**config.mk**
```make
export PLATFORM = sky130hd
export DESIGN_NAME = fan_pwm_driver
export DESIGN_NICKNAME = d
export VERILOG_FILES = /design/src/rtl/fan_pwm_driver.sv
export SDC_FILE = /design/constraint.sdc
export NUM_CORES = 1
export LEC_CHECK = 0
export BUFFER_PORTS_ARGS = -buffer_cell sky130_fd_sc_hd__buf_4
export CAP_MARGIN = 20
export CORE_ASPECT_RATIO = 1.2
export CORE_MARGIN = 1
export CORE_UTILIZATION = 30
export DETAILED_ROUTE_END_ITERATION = 8
export GPL_TIMING_DRIVEN = 0
export PLACE_DENSITY = 0.55
export SLEW_MARGIN = 10
export SYNTH_ARGS = -nofsm -noshare
export SYNTH_HDL_FRONTEND = slang
export SYNTH_SLANG_ARGS = --single-unit
```
**constraint.sdc**
```tcl
create_clock -name clk -period 3.4 [get_ports clk]
set_input_delay 0.34 -clock clk [delete_from_list [all_inputs] [get_ports clk]]
set_output_delay 0.34 -clock clk [all_outputs]
set_load 0.05 [all_outputs]
```
**src/rtl/fan_pwm_driver.sv**
```systemverilog
// Fan motor actuator: PWM generation with whole-period duty updates, one-step
// duty ramping toward the commanded speed, and tach-based stall detect/retry.
module fan_pwm_driver #(
  parameter int PRESCALE      = 2,
  parameter int RAMP_PERIODS  = 4,
  parameter int STALL_PERIODS = 8,
  parameter int STALL_HOLD    = 16
) (
  input  logic       clk,
  input  logic       rstn,
  input  logic [3:0] crs_i,
  input  logic       tach_i,
  output logic       pwm_o,
  output logic [3:0] duty_o,
  output logic       busy_o,
  output logic       stall_o
);

  localparam int PW = (PRESCALE > 1) ? $clog2(PRESCALE) : 1;
  localparam int RW = $clog2(RAMP_PERIODS + 1);
  localparam int SW = $clog2(STALL_PERIODS + 1);
  localparam int HW = $clog2(STALL_HOLD + 1);

  localparam logic [PW-1:0] PRE_MAX   = PW'(PRESCALE - 1);
  localparam logic [RW-1:0] RAMP_LIM  = RW'(RAMP_PERIODS);
  localparam logic [SW-1:0] STALL_LIM = SW'(STALL_PERIODS);
  localparam logic [HW-1:0] HOLD_LIM  = HW'(STALL_HOLD);

  localparam logic [1:0] S_IDLE  = 2'd0;
  localparam logic [1:0] S_RAMP  = 2'd1;
  localparam logic [1:0] S_RUN   = 2'd2;
  localparam logic [1:0] S_STALL = 2'd3;

  logic [PW-1:0] r_pre;
  logic [3:0]    r_slot;
  logic [3:0]    r_duty;
  logic [3:0]    r_target;
  logic [RW-1:0] r_ramp;
  logic [SW-1:0] r_stall;
  logic [HW-1:0] r_hold;
  logic [1:0]    r_state;
  logic          r_pwm;
  logic [1:0]    r_tach_s;
  logic          r_tach_q;

  logic          w_tick, w_pe, w_tach_edge;
  logic [RW-1:0] w_ramp_inc, w_ramp_nxt;
  logic          w_ramp_hit;
  logic [3:0]    w_duty_step, w_duty_nxt;
  logic          w_stall_clr, w_stall_hit;
  logic [SW-1:0] w_stall_inc, w_stall_nxt;
  logic [HW-1:0] w_hold_inc, w_hold_nxt;
  logic [1:0]    w_state_nxt;

  assign w_tick      = (r_pre == PRE_MAX);
  assign w_pe        = w_tick && (r_slot == 4'd15);
  assign w_tach_edge = r_tach_s[1] & ~r_tach_q;

  // Decisions at period_end use the value of crs_i being sampled into target.
  assign w_ramp_inc  = r_ramp + 1'b1;
  assign w_ramp_hit  = (r_duty != crs_i) && (w_ramp_inc == RAMP_LIM);
  assign w_duty_step = (crs_i > r_duty) ? r_duty + 4'd1 : r_duty - 4'd1;

  // A tach edge coinciding with period_end clears rather than counts.
  assign w_stall_clr = w_tach_edge || (r_duty == 4'd0) ||
                       !((r_state == S_RAMP) || (r_state == S_RUN));
  assign w_stall_inc = (r_stall == STALL_LIM) ? r_stall : r_stall + 1'b1;
  assign w_stall_nxt = w_stall_clr ? '0 : (w_pe ? w_stall_inc : r_stall);
  assign w_stall_hit = w_pe && !w_stall_clr && (w_stall_inc == STALL_LIM);

  assign w_hold_inc  = r_hold + 1'b1;

  always_comb begin
    w_state_nxt = r_state;
    w_duty_nxt  = r_duty;
    w_ramp_nxt  = '0;
    w_hold_nxt  = '0;
    case (r_state)
      S_IDLE: begin
        w_duty_nxt = '0;
        if (crs_i != 4'd0) w_state_nxt = S_RAMP;
      end
      S_RAMP: begin
        if (w_stall_hit) begin
          w_state_nxt = S_STALL;
          w_duty_nxt  = '0;
        end else begin
          if (w_ramp_hit)           w_duty_nxt = w_duty_step;
          else if (r_duty != crs_i) w_ramp_nxt = w_ramp_inc;
          if (w_duty_nxt == crs_i)
            w_state_nxt = (crs_i != 4'd0) ? S_RUN : S_IDLE;
        end
      end
      S_RUN: begin
        if (w_stall_hit) begin
          w_state_nxt = S_STALL;
          w_duty_nxt  = '0;
        end else if (crs_i != r_duty) begin
          w_state_nxt = S_RAMP;
        end
      end
      default: begin
        w_duty_nxt = '0;
        if (crs_i == 4'd0)            w_state_nxt = S_IDLE;
        else if (w_hold_inc == HOLD_LIM) w_state_nxt = S_RAMP;
        else                          w_hold_nxt  = w_hold_inc;
      end
    endcase
  end

  always_ff @(posedge clk or negedge rstn) begin
    if (!rstn) begin
      r_pre    <= '0;
      r_slot   <= '0;
      r_duty   <= '0;
      r_target <= '0;
      r_ramp   <= '0;
      r_stall  <= '0;
      r_hold   <= '0;
      r_state  <= S_IDLE;
      r_pwm    <= 1'b0;
      r_tach_s <= '0;
      r_tach_q <= 1'b0;
    end else begin
      r_pre    <= w_tick ? '0 : r_pre + 1'b1;
      if (w_tick) r_slot <= r_slot + 4'd1;
      r_tach_s <= {r_tach_s[0], tach_i};
      r_tach_q <= r_tach_s[1];
      r_pwm    <= (r_slot < r_duty) && (r_state != S_STALL);
      r_stall  <= w_stall_nxt;
      // Duty only moves at period_end so every PWM period is whole.
      if (w_pe) begin
        r_target <= crs_i;
        r_state  <= w_state_nxt;
        r_duty   <= w_duty_nxt;
        r_ramp   <= w_ramp_nxt;
        r_hold   <= w_hold_nxt;
      end
    end
  end

  assign pwm_o   = r_pwm;
  assign duty_o  = r_duty;
  assign stall_o = (r_state == S_STALL);
  assign busy_o  = (r_state == S_STALL) ? (r_target != 4'd0) : (r_duty != r_target);

endmodule

```
==> flow_results.org, run 1 <==
** Route
- Per-cell routed wire length :: 13.4 um
- Routed vias/inst :: a little under 5
- After detailed routing, the number of remaining DRC violations is 0.
- The count of nets left with antenna violations once routing finished came out at 0.
- Summed over all layers, the routed wires come to 4380 um.
- For this run, the detailed router's first-pass iteration total came to 4.
- Detailed Route Iter0 Violations :: 45
- The routed layout has 1613 vias.

** STA
- Minimum clock period :: 3150 ps
- The final count of pins violating max slew was 0.
- Maximum clock frequency :: 0.318 GHz
- Final hold violation count :: 13
- For the pin with the worst max-slew slack, the measured transition is 702 ps.
- Count of endpoints failing setup in the final report :: 0
- Of the available clock period, the critical path in the final layout requires 92.6%.
- Across all setup checks in the final design, the least slack found is roughly 250 ps.
- Across the routed clock network, the largest skew measured is 6.10 ps.
- Headroom to the max-slew limit came out at between 50 and 60%.
- Minimum hold slack :: -12.7 ps

** Synth
- Most frequently used flop master after synthesis :: dfrtp_1
- Synthesized-area fraction occupied by ao, oa, aoi and oai cells :: about 18%
- FFs w/ async S/R, synth :: 100%
- Post-synth design cell area :: 0.00200 mm^2
- Largest family of logic cells by synthesized area :: simple AND/OR/NAND/NOR gates
- During synthesis, Yosys emitted a total of 0 warnings.
- Multiplexer cells account for 2.19% of the synthesized area.
- Register area share after synthesis :: 38.8%
- The number of nets handed over by synthesis was 243.
- Of the total synthesized cell area, the portion taken by XOR and XNOR cells is under 10%.
- In this run, synthesis inferred 0 flip-flops with an integrated enable.
- Fraction of the mapped netlist area in adder cells :: approximately 13%
- Mean post-synth cell area :: 9.24 um^2
- After technology mapping, the gate count stands at 216.
- Summing the areas of all and, or, nand and nor instances in the mapped netlist gives roughly a fifth of the synthesized area.
- Yosys reg bits :: 31
- Yosys cell types :: 45

** Floorplan
- Placeable core region :: 0.00645 mm^2
- The floorplan step set the die width to about 76 um.
- The floorplan step defined a die boundary enclosing 0.00699 mm^2.
- Initial Utilization :: 31.0%
- Chip height :: 91.4 um
- Pin placement for this block handled 14 I/O pins.
- In this run the core area contains 32 standard-cell rows.

** Clocking
- The clock reaches the later pin of the worst-skew pair after 280 ps.
- Hold repair after CTS inserted 0 buffers.
- CTS built an H-tree with a depth of 2.
- No sink is reached through more buffers than the 2 on the longest clock path.
- Number of sinks on the clock net :: 31
- After clock tree synthesis, the clock-pin slew on the worst setup and hold paths is 70 ps.
- In this run, CTS created clock tree buffers numbering 5.
- In this run the clock root is driven by a clkbuf_8.
- Clock tree from TritonCTS :: built

** Placement
- Setup slack after placement :: -66.0 ps
- After legalization and detailed placement, the total HPWL measured 3230 um.
- Number of port buffers :: 13
- At the end of routability-driven placement, the weighted congestion stood at between 0.7 and 0.8.

** Final layout
- Relative to the synthesized area, the layout overhead comes to 17.3%.
- Fraction of layout instances using a drive strength above 1 :: 19.9%
- The net count of the finished layout is 268.
- Ant. Diodes :: 0
- At the end of the flow the core is filled with cells to a little over a third.

** Setup path
- By startpoint and endpoint, the worst setup path is classified as register to register.
- Length in cells of the worst reg-to-reg path :: 15
- CP max stage cell :: dfrtp_2
- Setup slack on the worst flop-to-flop path :: 250 ps
- Data on the critical path is required at its endpoint by around 3600 ps.
- Maximum single-stage delay on the critical path :: 440 ps
- In this run the critical register-to-register path is launched from duty_o[1].
- Sequence of cells on the critical path :: inv_2 > ha_1 > nor2b_1 > o211ai_1 > nand2_1 > nand2_2 > inv_1 > fa_1 > xor2_2 > nor2_1 > nand4b_1 > o21ai_1 > nand3_1 > o21ai_2 > mux2_2
- Crit path arrival time :: 3320 ps
- CP startpoint kind :: register
- Setup crit end kind :: register
- First element of the critical path :: duty_o[1]
- In this run the worst path has a maximum fanout of 5.

** Power
- Across the VDD grid, the largest voltage drop is 0.181 mV.
- Standby leakage power :: 0.00101 uW
- Final total power :: 721 uW
- Power spread over the standard cell area amounts to 308 mW/mm^2.

** Global routing
- First-pass GRT wire length :: 7600 um
- Entering global routing, the biggest net connects 32 pins.
- Vias in the first global route :: 1594
- GR Overflow Total :: 0
- Global-route total usage across every layer :: a little over an eighth
- The initial antenna violation count came to 0.

** Status
- The run finished, with violations left.
- The checks that failed: hold timing.

** Worst hold path
- The path class of the tightest hold or removal check is primary input to asynchronous set/reset pin.

** Flow run
- Max-cap violation count :: 0
## cell usage after synthesis (2+ instances only)
cell	instances	area share (%)
a211oi_1	3	1.1
a21o_1	2	0.75
a21oi_1	13	3.3
a31oi_1	2	0.63
and2_1	2	0.63
clkbuf_1	4	0.75
dfrtp_1	31	39
ha_1	19	12
inv_1	17	3.2
mux2_2	3	1.7
nand2_1	30	5.6
nand2b_1	3	0.94
nand3_1	6	1.5
nand4_1	6	1.9
nand4b_1	2	0.88
nor2_1	5	0.94
nor3_1	3	0.75
o21ai_0	17	4.3
o21ai_1	4	1.0
o21ai_2	3	1.3
o22ai_1	3	0.94
or2_2	2	0.63
or4_1	2	0.75
or4_4	3	1.7
xnor2_1	8	3.5
xor2_1	4	1.8
## report_power, final
| part | internal, uW | switching [uW] | leakage, uW | total, uW |
|---|---|---|---|---|
| Clock | 159 | 136 | 0.0000470 | 295 |
| Sequential | 373 | 3.21 | 0.000400 | 377 |
| Combinational | 20.4 | 29.5 | 0.000559 | 49.9 |
## final timing paths
check / endpoint
max: r_state[1]
min: r_state[0]
max reg2reg: r_state[1]
min reg2reg: r_tach_s[1]
max in group asynchronous: duty_o[3]
min in group clk: r_tach_s[0]
## logic make-up (layout without fill, tap and decap cells)
logic type,Yosys count,after routing
XOR/XNOR,12,12
flip-flops,31,31
AO/OA/AOI/OAI,56,56
adder cells (fa/ha/maj),20,20
AND/OR/NAND/NOR,71,71
buffers and inverters,22,47
multiplexers,4,4
## state kept, by name, indices dropped and copies added, names as in the netlist
signal,count
r_state,2
r_tach_s,2
r_ramp,3
pwm_o,1
duty_o,4
r_target,4
r_tach_q,1
r_slot,4
r_stall,4
r_hold,5
r_pre,1
## per-stage QoR
step                      instances  setup TNS [ps]  hold WS (ps)  area, um^2
final                           326               0         -12.7        2340
after global routing            326           -6.47          24.7        2340
after CTS                       321               0          9.11        2300
after detailed placement        314            -123           313        2200
after global placement          314           -17.3           312        2200
after floorplan                 216               0          44.4        2000
## area by class of cell
class                           count  area [um^2]
Sequential cell                    31          778
Multi-Input combinational cell    163         1150
Buffer                              5         22.5
Tap cell                           85          106
Clock inverter                      1         5.00
Inverter                           17         63.8
Fill cell                         658         4100
Clock buffer                        6         82.6
Timing Repair Buffer               18          135
## critical path: cells and delay by family, from the launching register on
family | cells | cell delay [ps]
adders and majority gates | 2 | 660
AOI/OAI and AO/OA | 3 | 570
DFF | 1 | 440
xor gates and xnor gates | 1 | 180
and+or+nand+nor | 6 | 680
muxes | 1 | 350
buffers and inverters | 2 | 170
## cell usage in the layout (no fill, tap or decap), types with 2 or more instances in the layout
| master | Yosys | final |
|---|---|---|
| xnor2_1 | 8 | 8 |
| a211oi_1 | 3 | 3 |
| nor3_1 | 3 | 3 |
| inv_1 | 17 | 16 |
| buf_4 | 1 | 19 |
| dfrtp_1 | 31 | 29 |
| a21oi_1 | 13 | 12 |
| a31oi_1 | 2 | 2 |
| clkbuf_8 | 0 | 6 |
| o21ai_0 | 17 | 16 |
| a21o_1 | 2 | 2 |
| clkbuf_1 | 4 | 4 |
| nor2_1 | 5 | 5 |
| o21ai_1 | 4 | 5 |
| nand4_1 | 6 | 6 |
| xor2_1 | 4 | 3 |
| dfrtp_2 | 0 | 2 |
| o21ai_2 | 3 | 3 |
| o22ai_1 | 3 | 3 |
| nand2_1 | 30 | 29 |
| mux2_2 | 3 | 3 |
| nand3_1 | 6 | 6 |
| and2_1 | 2 | 2 |
| nand4b_1 | 2 | 2 |
| or4_4 | 3 | 3 |
| ha_1 | 19 | 19 |
| or2_2 | 2 | 2 |
| nand2b_1 | 3 | 3 |
| or4_1 | 2 | 2 |
## what timing repair did
action | 4_1_cts | 5_1_grt
gates resized for setup | 2 | 5
buffers inserted | 0 | 5
setup endpoints to repair | 2 | 2
pin swaps | 0 | 3
## layer usage
metal  track usage, %  vias up  part of all wire (%)
met3             2.41        5                   2.3
met5                0        -                     0
met1             17.4      777                    47
met4             4.01        0                   1.2
met2             23.5       19                    50
li1                 -      812                     -
Power figures use the tool's default switching activity.
==> run 2, diff against run 1 <==
--- a/config.mk
+++ b/config.mk
@@ -6,8 +6,7 @@
 export NUM_CORES = 1
 export LEC_CHECK = 0
 export BUFFER_PORTS_ARGS = -buffer_cell sky130_fd_sc_hd__buf_4
-export CAP_MARGIN = 20
-export CORE_ASPECT_RATIO = 1.2
+export CORE_ASPECT_RATIO = 0.5
 export CORE_MARGIN = 1
 export CORE_UTILIZATION = 30
 export DETAILED_ROUTE_END_ITERATION = 8
==> run 2 against run 1 <==
The flow still finishes with violations (hold timing); critical endpoint is now r_state[0]; highest routed layer unchanged; sequential power about the same; wire length is 0.30% lower; utilization grew 2.2 points.
==> flow_results.org, run 2 (same netlist as run 1, synthesis figures left out) <==
** Setup path
- The slowest stage of the critical path is the dfrtp_2 cell.
- The slack of the worst reg-to-reg path is 150 ps (-100 ps).
- The worst setup path is launched from a register.
- The largest fanout on the critical path is 7 (+2).
- The worst endpoint required time is 3560 ps (about the same).
- Crit path arrival time :: 3410 ps (+90 ps)
- Walking the worst path, the cells encountered are inv_4 > ha_1 > nor2b_1 > o211ai_1 > nand2_1 > nand2_1 > inv_1 > fa_1 > xor2_2 > nor2_1 > nand4b_1 > o21ai_1 > nand3_1 > o21ai_2 > mux2_2.
- WS Path Type :: register to register
- The number of buffers and inverters on the critical path was 2 (unchanged).
- Top cell family by delay on the critical path :: adder cells
- The cell count of the worst reg-to-reg path is 15 (unchanged).
- Worst reg2reg endpoint :: r_state[0]
- The highest cell delay on the worst timing path is 440 ps (about the same).
- The worst setup path is captured at a register.
- Counting stages on the worst path, the most repeated cell is nand2_1.
- Startpoint of the lowest-slack register-to-register path :: duty_o[1]

** STA
- The relative slew slack came to 54.4% (+1.4 points).
- The worst-margin pin slew was 681 ps (-20.9 ps).
- Fin Clk Skew :: 5.72 ps (-0.383 ps)
- Minimum clock period :: 3250 ps (+104 ps)
- The number of hold violations in the final report came to 6 (-7).
- The worst hold-check slack came to -2.96 ps (+9.79 ps).
- The number of endpoints failing setup at the final stage was 0 (unchanged).
- Maximum clock frequency :: 0.308 GHz (-3.2%)
- The worst-case setup margin in the final layout is 148 ps (-104 ps).
- Fraction of the cycle the final worst path needs :: 95.6% (+3.1 points)
- Count of final max-slew check failures :: 0 (unchanged)

** Route
- The wire length on met1 was 2230 um (+9.3%).
- The DRC violation count after routing was 0 (unchanged).
- Met2 Wirelength :: 1990 um (-8.9%)
- Total number of vias :: 1645 (+2.0%)
- Routed vias/inst :: 5.02 (+1.4%)
- Uppermost layer routed :: met4
- Remaining number of nets flagged by the antenna check after routing :: 0 (unchanged)
- The violation count after the first detailed-route iteration came to 60 (+33%).
- The detailed-route wire length came to 4370 um (-0.30%).
- Per-cell routed wire length :: 13.3 um (-0.90%)
- Detailed Routing Iterations Pass 1 :: 5 (+1)
- The amount of wire on met3 after detailed routing came to 120 um (+20%).

** Clocking
- Clock latency at the later pin of the worst-skew pair :: 270 ps (about the same)
- Number of buffers between clock root and the deepest sink :: 2 (unchanged)
- Number of buffers added by the clock tree synthesis step :: 5 (unchanged)
- Clock tree from TritonCTS :: built
- The number of H-tree levels came to 2 (unchanged).
- The number of sinks driven by the clock tree came to 31 (unchanged).
- The register clock-pin slew on the reported worst setup and hold paths came to 50 ps (-20 ps).
- Buffer cell driving the clock tree root :: clkbuf_16

** Power
- The sum of internal, switching and leakage power is 945 uW (+31%).
- Largest voltage drop on the vdd net :: 0.188 mV (+4.0%)
- Standby leakage power :: 0.00104 uW (+3.1%)
- The power density relative to cell area was 392 mW/mm^2 (+27%).

** Flow run
- Max-cap violation count :: 0 (unchanged)

** Placement
- Number of port buffers :: 13 (unchanged)
- The detailed placement HPWL is 3200 um (-0.76%).
- Final weighted congestion in routability-driven placement :: 0.786 (+1.4%)
- Setup slack after placement :: -0.463 ps (+65.6 ps)

** Status
- The checks that failed: hold timing.
- Result of the run :: finished, violations left

** Floorplan
- Placement row count :: 20 (-38%)
- Initial Utilization :: 31.9% (+0.94 points)
- The horizontal die dimension was 117 um (+53%).
- Top Ports :: 14 (unchanged)
- Chip height :: 59.7 um (-35%)
- Die Footprint :: 0.00701 mm^2 (+0.26%)
- Placeable core region :: 0.00626 mm^2 (-3.0%)

** Final layout
- The flip-flop count of the largest register after layout is 5 (unchanged).
- The number of nets in the layout came to 266 (-0.75%).
- The library cells used most frequently in the layout, excluding fill and tap cells, are nand2_1 (30), dfrtp_1 (29), ha_1 (19), buf_4 (17).
- Leading cell type in the layout, fill and taps excluded :: nand2_1
- The fraction of final layout cells with drive strength greater than 1 was 18.8% (-1.2 points).
- Ant. Diodes :: 0 (unchanged)
- From synthesis to final layout, the design area changed by 20.9%.
- Register ranked first by flip-flop count :: r_hold

** Global routing
- Global-route total usage across every layer :: 13.9% (+0.23 points)
- Vias in the first global route :: 1626 (+2.0%)
- The remaining global-route overflow came to 0 (unchanged).
- The maximum number of pins on one net before global-route repair came to 32 (unchanged).
- The global-route wire length before repair came to 7620 um (+0.28%).
- Initial antenna violation count :: 0 (unchanged)

** Worst hold path
- Kind of path behind the tightest hold check :: primary input to asynchronous set/reset pin
[run 2: changes by cell type in the layout (fill, tap and decap cells not counted), sizes merged]
cell | before | now
bufinv | 0 | 1
buf | 19 | 17
[run 2: cell type report]
type / instances / area, um^2
Fill cell: 634 / 3840
Buffer: 5 / 22.5
Clock inverter: 2 / 35.0
Clock buffer: 6 / 139
Multi-Input combinational cell: 163 / 1140
Tap cell: 88 / 110
Inverter: 17 / 66.3
Timing Repair Buffer: 16 / 120
Sequential cell: 31 / 778
[run 2: worst max path at each step]
stage               depth (start not counted)  slack [ps]    endpoint      start
floorplan                                  15           8  r_state[0]  duty_o[1]
global placement                           15          30  r_state[1]  duty_o[1]
detailed placement                         15        -0.5  r_state[1]  duty_o[1]
CTS                                        15          40  r_state[0]  duty_o[1]
global route                               15         -80  r_state[0]  duty_o[1]
finish                                     15         150  r_state[0]  duty_o[1]
[run 2: layer usage]
metal | GRT usage (%) | vias to the layer above
met5 | 0 | -
met4 | 4.08 | 0
met3 | 3.44 | 2
met2 | 23.8 | 22
met1 | 17.7 | 808
li1 | - | 813
[run 2: repair_timing]
action,CTS,global route
gates resized for setup,1,5
pin swaps,0,3
hold buffers,0,0
buffers inserted,0,3
endpoints found under the setup margin,2,2
[run 2: worst reg2reg max path, stage by stage (launching register included)]
cell and delay, ps:
dfrtp_2 440, inv_4 70, ha_1 310, nor2b_1 150, o211ai_1 260, nand2_1 80, nand2_1 130, inv_1 70
fa_1 410, xor2_2 210, nor2_1 50, nand4b_1 160, o21ai_1 170, nand3_1 110, o21ai_2 180, mux2_2 340
[run 2: metrics by stage]
stage	hold WS (ps)	utilization (%)	area, um^2	setup TNS, ps	cells
6_report	-2.96	38.6	2410	0	328
3_5_place_dp	308	35.2	2200	-0.570	317
4_1_cts	17.6	38.0	2380	0	325
3_3_place_gp	303	35.2	2200	0	317
2_1_floorplan	44.4	-	2000	0	216
5_1_grt	28.5	38.6	2410	-163	328
[run 2: power by group]
part / switching (uW) / internal, uW
sequential: 3.50 / 374
clock: 156 / 364
combinational: 29.1 / 19.2
==> run 3, diff against run 2 <==
--- a/config.mk
+++ b/config.mk
@@ -11,7 +11,7 @@
 export CORE_UTILIZATION = 30
 export DETAILED_ROUTE_END_ITERATION = 8
 export GPL_TIMING_DRIVEN = 0
-export PLACE_DENSITY = 0.55
+export PLACE_DENSITY = 0.57
 export SLEW_MARGIN = 10
 export SYNTH_ARGS = -nofsm -noshare
 export SYNTH_HDL_FRONTEND = slang
==> constraint.sdc (replaced) <==
create_clock -name clk -period 2.87 [get_ports clk]
set_input_delay 0.287 -clock clk [delete_from_list [all_inputs] [get_ports clk]]
set_output_delay 0.287 -clock clk [all_outputs]
set_load 0.05 [all_outputs]
==> run 3 against run 2 <==
The run ends with setup timing left; non-clock buffer count is 7 higher; critical path depth is 1 lower; combinational power is 36% higher; flip-flop and latch count stayed put; maximum frequency is 10% higher; sequential power is 19% higher; register-to-register slack worse by 230 ps; clock power is 5.0% higher; via count is 0.67% higher; cell count is 2.1% higher; die area stayed put.
==> flow_results.org, run 3 (same netlist as run 1, synthesis figures left out) <==
** Status
- Result of the run :: finished, violations left
- The final reports fail on setup timing.

** STA
- Setup repair after global routing could not meet its margin everywhere.
- The final count of pins violating max slew was 0 (unchanged).
- Minimum hold slack :: 127 ps (+130 ps)
- Fraction of the cycle the final worst path needs :: 103% (+7.2 points)
- The number of hold violations in the final report is 0 (-6).
- Count of endpoints failing setup in the final report :: 2 (+2)
- The relative slew slack was 53.5% (-0.93 points).
- The fmax came to 0.339 GHz (+10%).
- Minimum clock period :: 2950 ps (-300 ps)
- Slew of the pin with the lowest slew margin :: 695 ps (+13.8 ps)
- The worst clock skew on the final layout came to 5.19 ps (-0.528 ps).
- The worst-case setup margin in the final layout came to -81.4 ps (-230 ps).

** Final layout
- The count of inserted antenna diode cells came to 0 (unchanged).
- Number of nets in the layout :: 273 (+2.6%)
- The flip-flop count of the largest register after layout came to 5 (unchanged).
- The final cell utilization of the core came to 39.7% (+1.2 points).
- The non-filler instance count after layout came to 335 (+2.1%).
- Highest-count cells in the layout ignoring fill and taps :: nand2_1 (29), dfrtp_1 (27), buf_4 (23), ha_1 (18), o21ai_0 (16)
- r_hold holds more flip-flops than any other register.
- Fill count :: 645 (+1.7%)
- Synth-to-Final Area Change :: 24.5%
- Leading cell type in the layout, fill and taps excluded :: nand2_1
- The fraction of final layout cells with drive strength greater than 1 was 23.9% (+5.1 points).

** Power
- The switching share of power came to 20.5% (+0.55 points).
- Largest voltage drop on the vdd net :: 0.337 mV (+79%)
- The combinational power share is 6.2% (+1.1 points).
- Pwr Density :: 425 mW/mm^2 (+8.6%)
- Sw power :: 217 uW (+15%)
- The static leakage power is 0.00107 uW (+2.8%).
- The share of total power in sequential cells came to 42.3% (+2.4 points).
- Part of the total power dissipated in the clock network :: 51.5% (-3.5 points)
- Int Pwr :: 841 uW (+11%)

** Setup path
- Setup crit end kind :: register
- The largest fanout on the critical path came to 3 (-4).
- Crit path arrival time :: 3110 ps (-300 ps)
- Setup slack on the worst flop-to-flop path :: -80 ps (-230 ps)
- The cell count of the worst reg-to-reg path came to 14 (-1).
- Worst reg2reg endpoint :: r_state[1]
- Startpoint of the lowest-slack register-to-register path :: duty_o[1]
- By startpoint and endpoint, the worst setup path is classified as register to register.
- STA classifies the critical path startpoint as a register.
- Data required time of the critical path :: 3020 ps (-540 ps)

** Worst hold path
- For hold timing, the worst endpoint is r_tach_s[0].
- The min-delay analysis places its worst path in the category primary input to register.
- Start point of the worst min-delay path :: tach_i
- Depth of the worst hold-timing path :: 1

** Global routing
- GR Overflow Total :: 0 (unchanged)
- First-pass GRT wire length :: 7670 um (+0.72%)
- Initial antenna violation count :: 0 (unchanged)
- The aggregate global-route resource usage came to 13.8% (-0.062 points).
- Pin count of the biggest net entering global routing :: 32 (unchanged)
- The via count of the first global-routing pass was 1662 (+2.2%).

** Route
- Total number of vias :: 1656 (+0.67%)
- The number of search-and-repair iterations in the first detailed-routing pass is 4 (-1).
- The DRC violation count after routing is 0 (unchanged).
- The detailed-route wire length came to 4440 um (+1.6%).
- Detailed Route Iter0 Violations :: 71 (+18%)
- The detailed-route vias per instance was 4.94 (-1.4%).
- Per-cell routed wire length :: 13.3 um (-0.52%)
- The number of routed nets with antenna violations was 0 (unchanged).

** Clocking
- The register clock-pin slew on the reported worst setup and hold paths was 50 ps (about the same).
- In this run the clock root is driven by a clkbuf_16.
- Number of buffers between clock root and the deepest sink :: 2 (unchanged)
- The number of clock buffers inserted by TritonCTS came to 5 (unchanged).
- The number of H-tree levels was 2 (unchanged).
- Clock latency at the later pin of the worst-skew pair :: 270 ps (about the same)
- Clock tree from TritonCTS :: built
- Number of sinks on the clock net :: 31 (unchanged)

** Floorplan
- Top Ports :: 14 (unchanged)
- Die Footprint :: 0.00701 mm^2 (unchanged)
- The horizontal die dimension came to 117 um (unchanged).
- Placeable core region :: 0.00626 mm^2 (unchanged)
- Placement row count :: 20 (unchanged)
- Chip height :: 59.7 um (unchanged)
- The starting density of the core came to 31.9% (unchanged).

** Placement
- Post-Place Cells :: 317 (unchanged)
- The number of buffers added on ports came to 13 (unchanged).
- The placement-stage worst setup slack was -296 ps (-295 ps).
- Final weighted congestion in routability-driven placement :: 0.773 (-1.7%)
- HPWL after detailed placement :: 3170 um (-1.1%)

** Flow run
- The number of maximum-capacitance violations is 0 (unchanged).
==> run 3: per-layer routing <==
| layer | up-vias | share of wire, % | GRT usage (%) |
|---|---|---|---|
| li1 | 828 | - | - |
| met5 | - | 0 | 0 |
| met1 | 808 | 49 | 17.2 |
| met4 | 0 | 0.41 | 2.60 |
| met3 | 2 | 2.4 | 3.24 |
| met2 | 18 | 49 | 25.3 |
==> run 3: how the worst max path moves through the flow <==
stage                    from          to  slack [ps]  cells past startpoint
global placement    duty_o[1]  r_state[1]        -280                     15
CTS                 duty_o[1]  r_state[1]         -30                     15
detailed placement  duty_o[1]  r_state[1]        -300                     15
finish              duty_o[1]  r_state[1]         -80                     14
global route        duty_o[1]  r_state[1]        -250                     14
floorplan           duty_o[1]  r_state[0]        -160                     15
==> run 3: power by group through the flow <==
stage / Sequential [uW] / Combinational, uW / Clock [uW]
2_1_floorplan: 453 / 29.1 / 0
3_3_place_gp: 454 / 53.4 / 0
3_5_place_dp: 454 / 55.5 / 0
4_1_cts: 447 / 65.4 / 559
5_1_grt: 447 / 74.1 / 582
6_report: 447 / 65.6 / 545
==> run 3: critical path: stages, from the launching register on <==
cell and delay [ps]:
dfrtp_2 430, inv_4 70, ha_4 190, nor2b_1 120
o211ai_1 220, nand2_1 90, nand2_2 90, inv_2 40
fa_2 540, xor2_1 140, nand4b_1 130, o21ai_2 140
nand3_1 100, o21ai_2 210, mux2_4 310
==> run 3: repair_timing <==
action                                  in CTS  in global routing
endpoints found under the setup margin       2                  2
pin swaps                                    9                  4
gates resized for setup                      8                  1
endpoints found under the hold margin       31                  0
hold buffers                                 1                  0
setup buffers                                9                  0
==> run 3: metrics by stage <==
stage	area (um^2)	TNS [ps]	total power [uW]
2_1_floorplan	2020	-317	482
3_3_place_gp	2220	-549	507
3_5_place_dp	2220	-590	510
4_1_cts	2480	-48.4	1070
5_1_grt	2490	-499	1100
6_report	2490	-161	1060
==> run 3: final cells by class <==
type / count / area, um^2 / share of cell area (%)
plain buffers: 5 / 22.5 / 0.906
clock buffers: 8 / 156 / 6.29
inverters: 17 / 66.3 / 2.67
multi-input cells: 163 / 1170 / 47.3
flip-flops and latches: 31 / 781 / 31.4
well taps: 88 / 110 / 4.43
repair buffers: 23 / 175 / 7.05
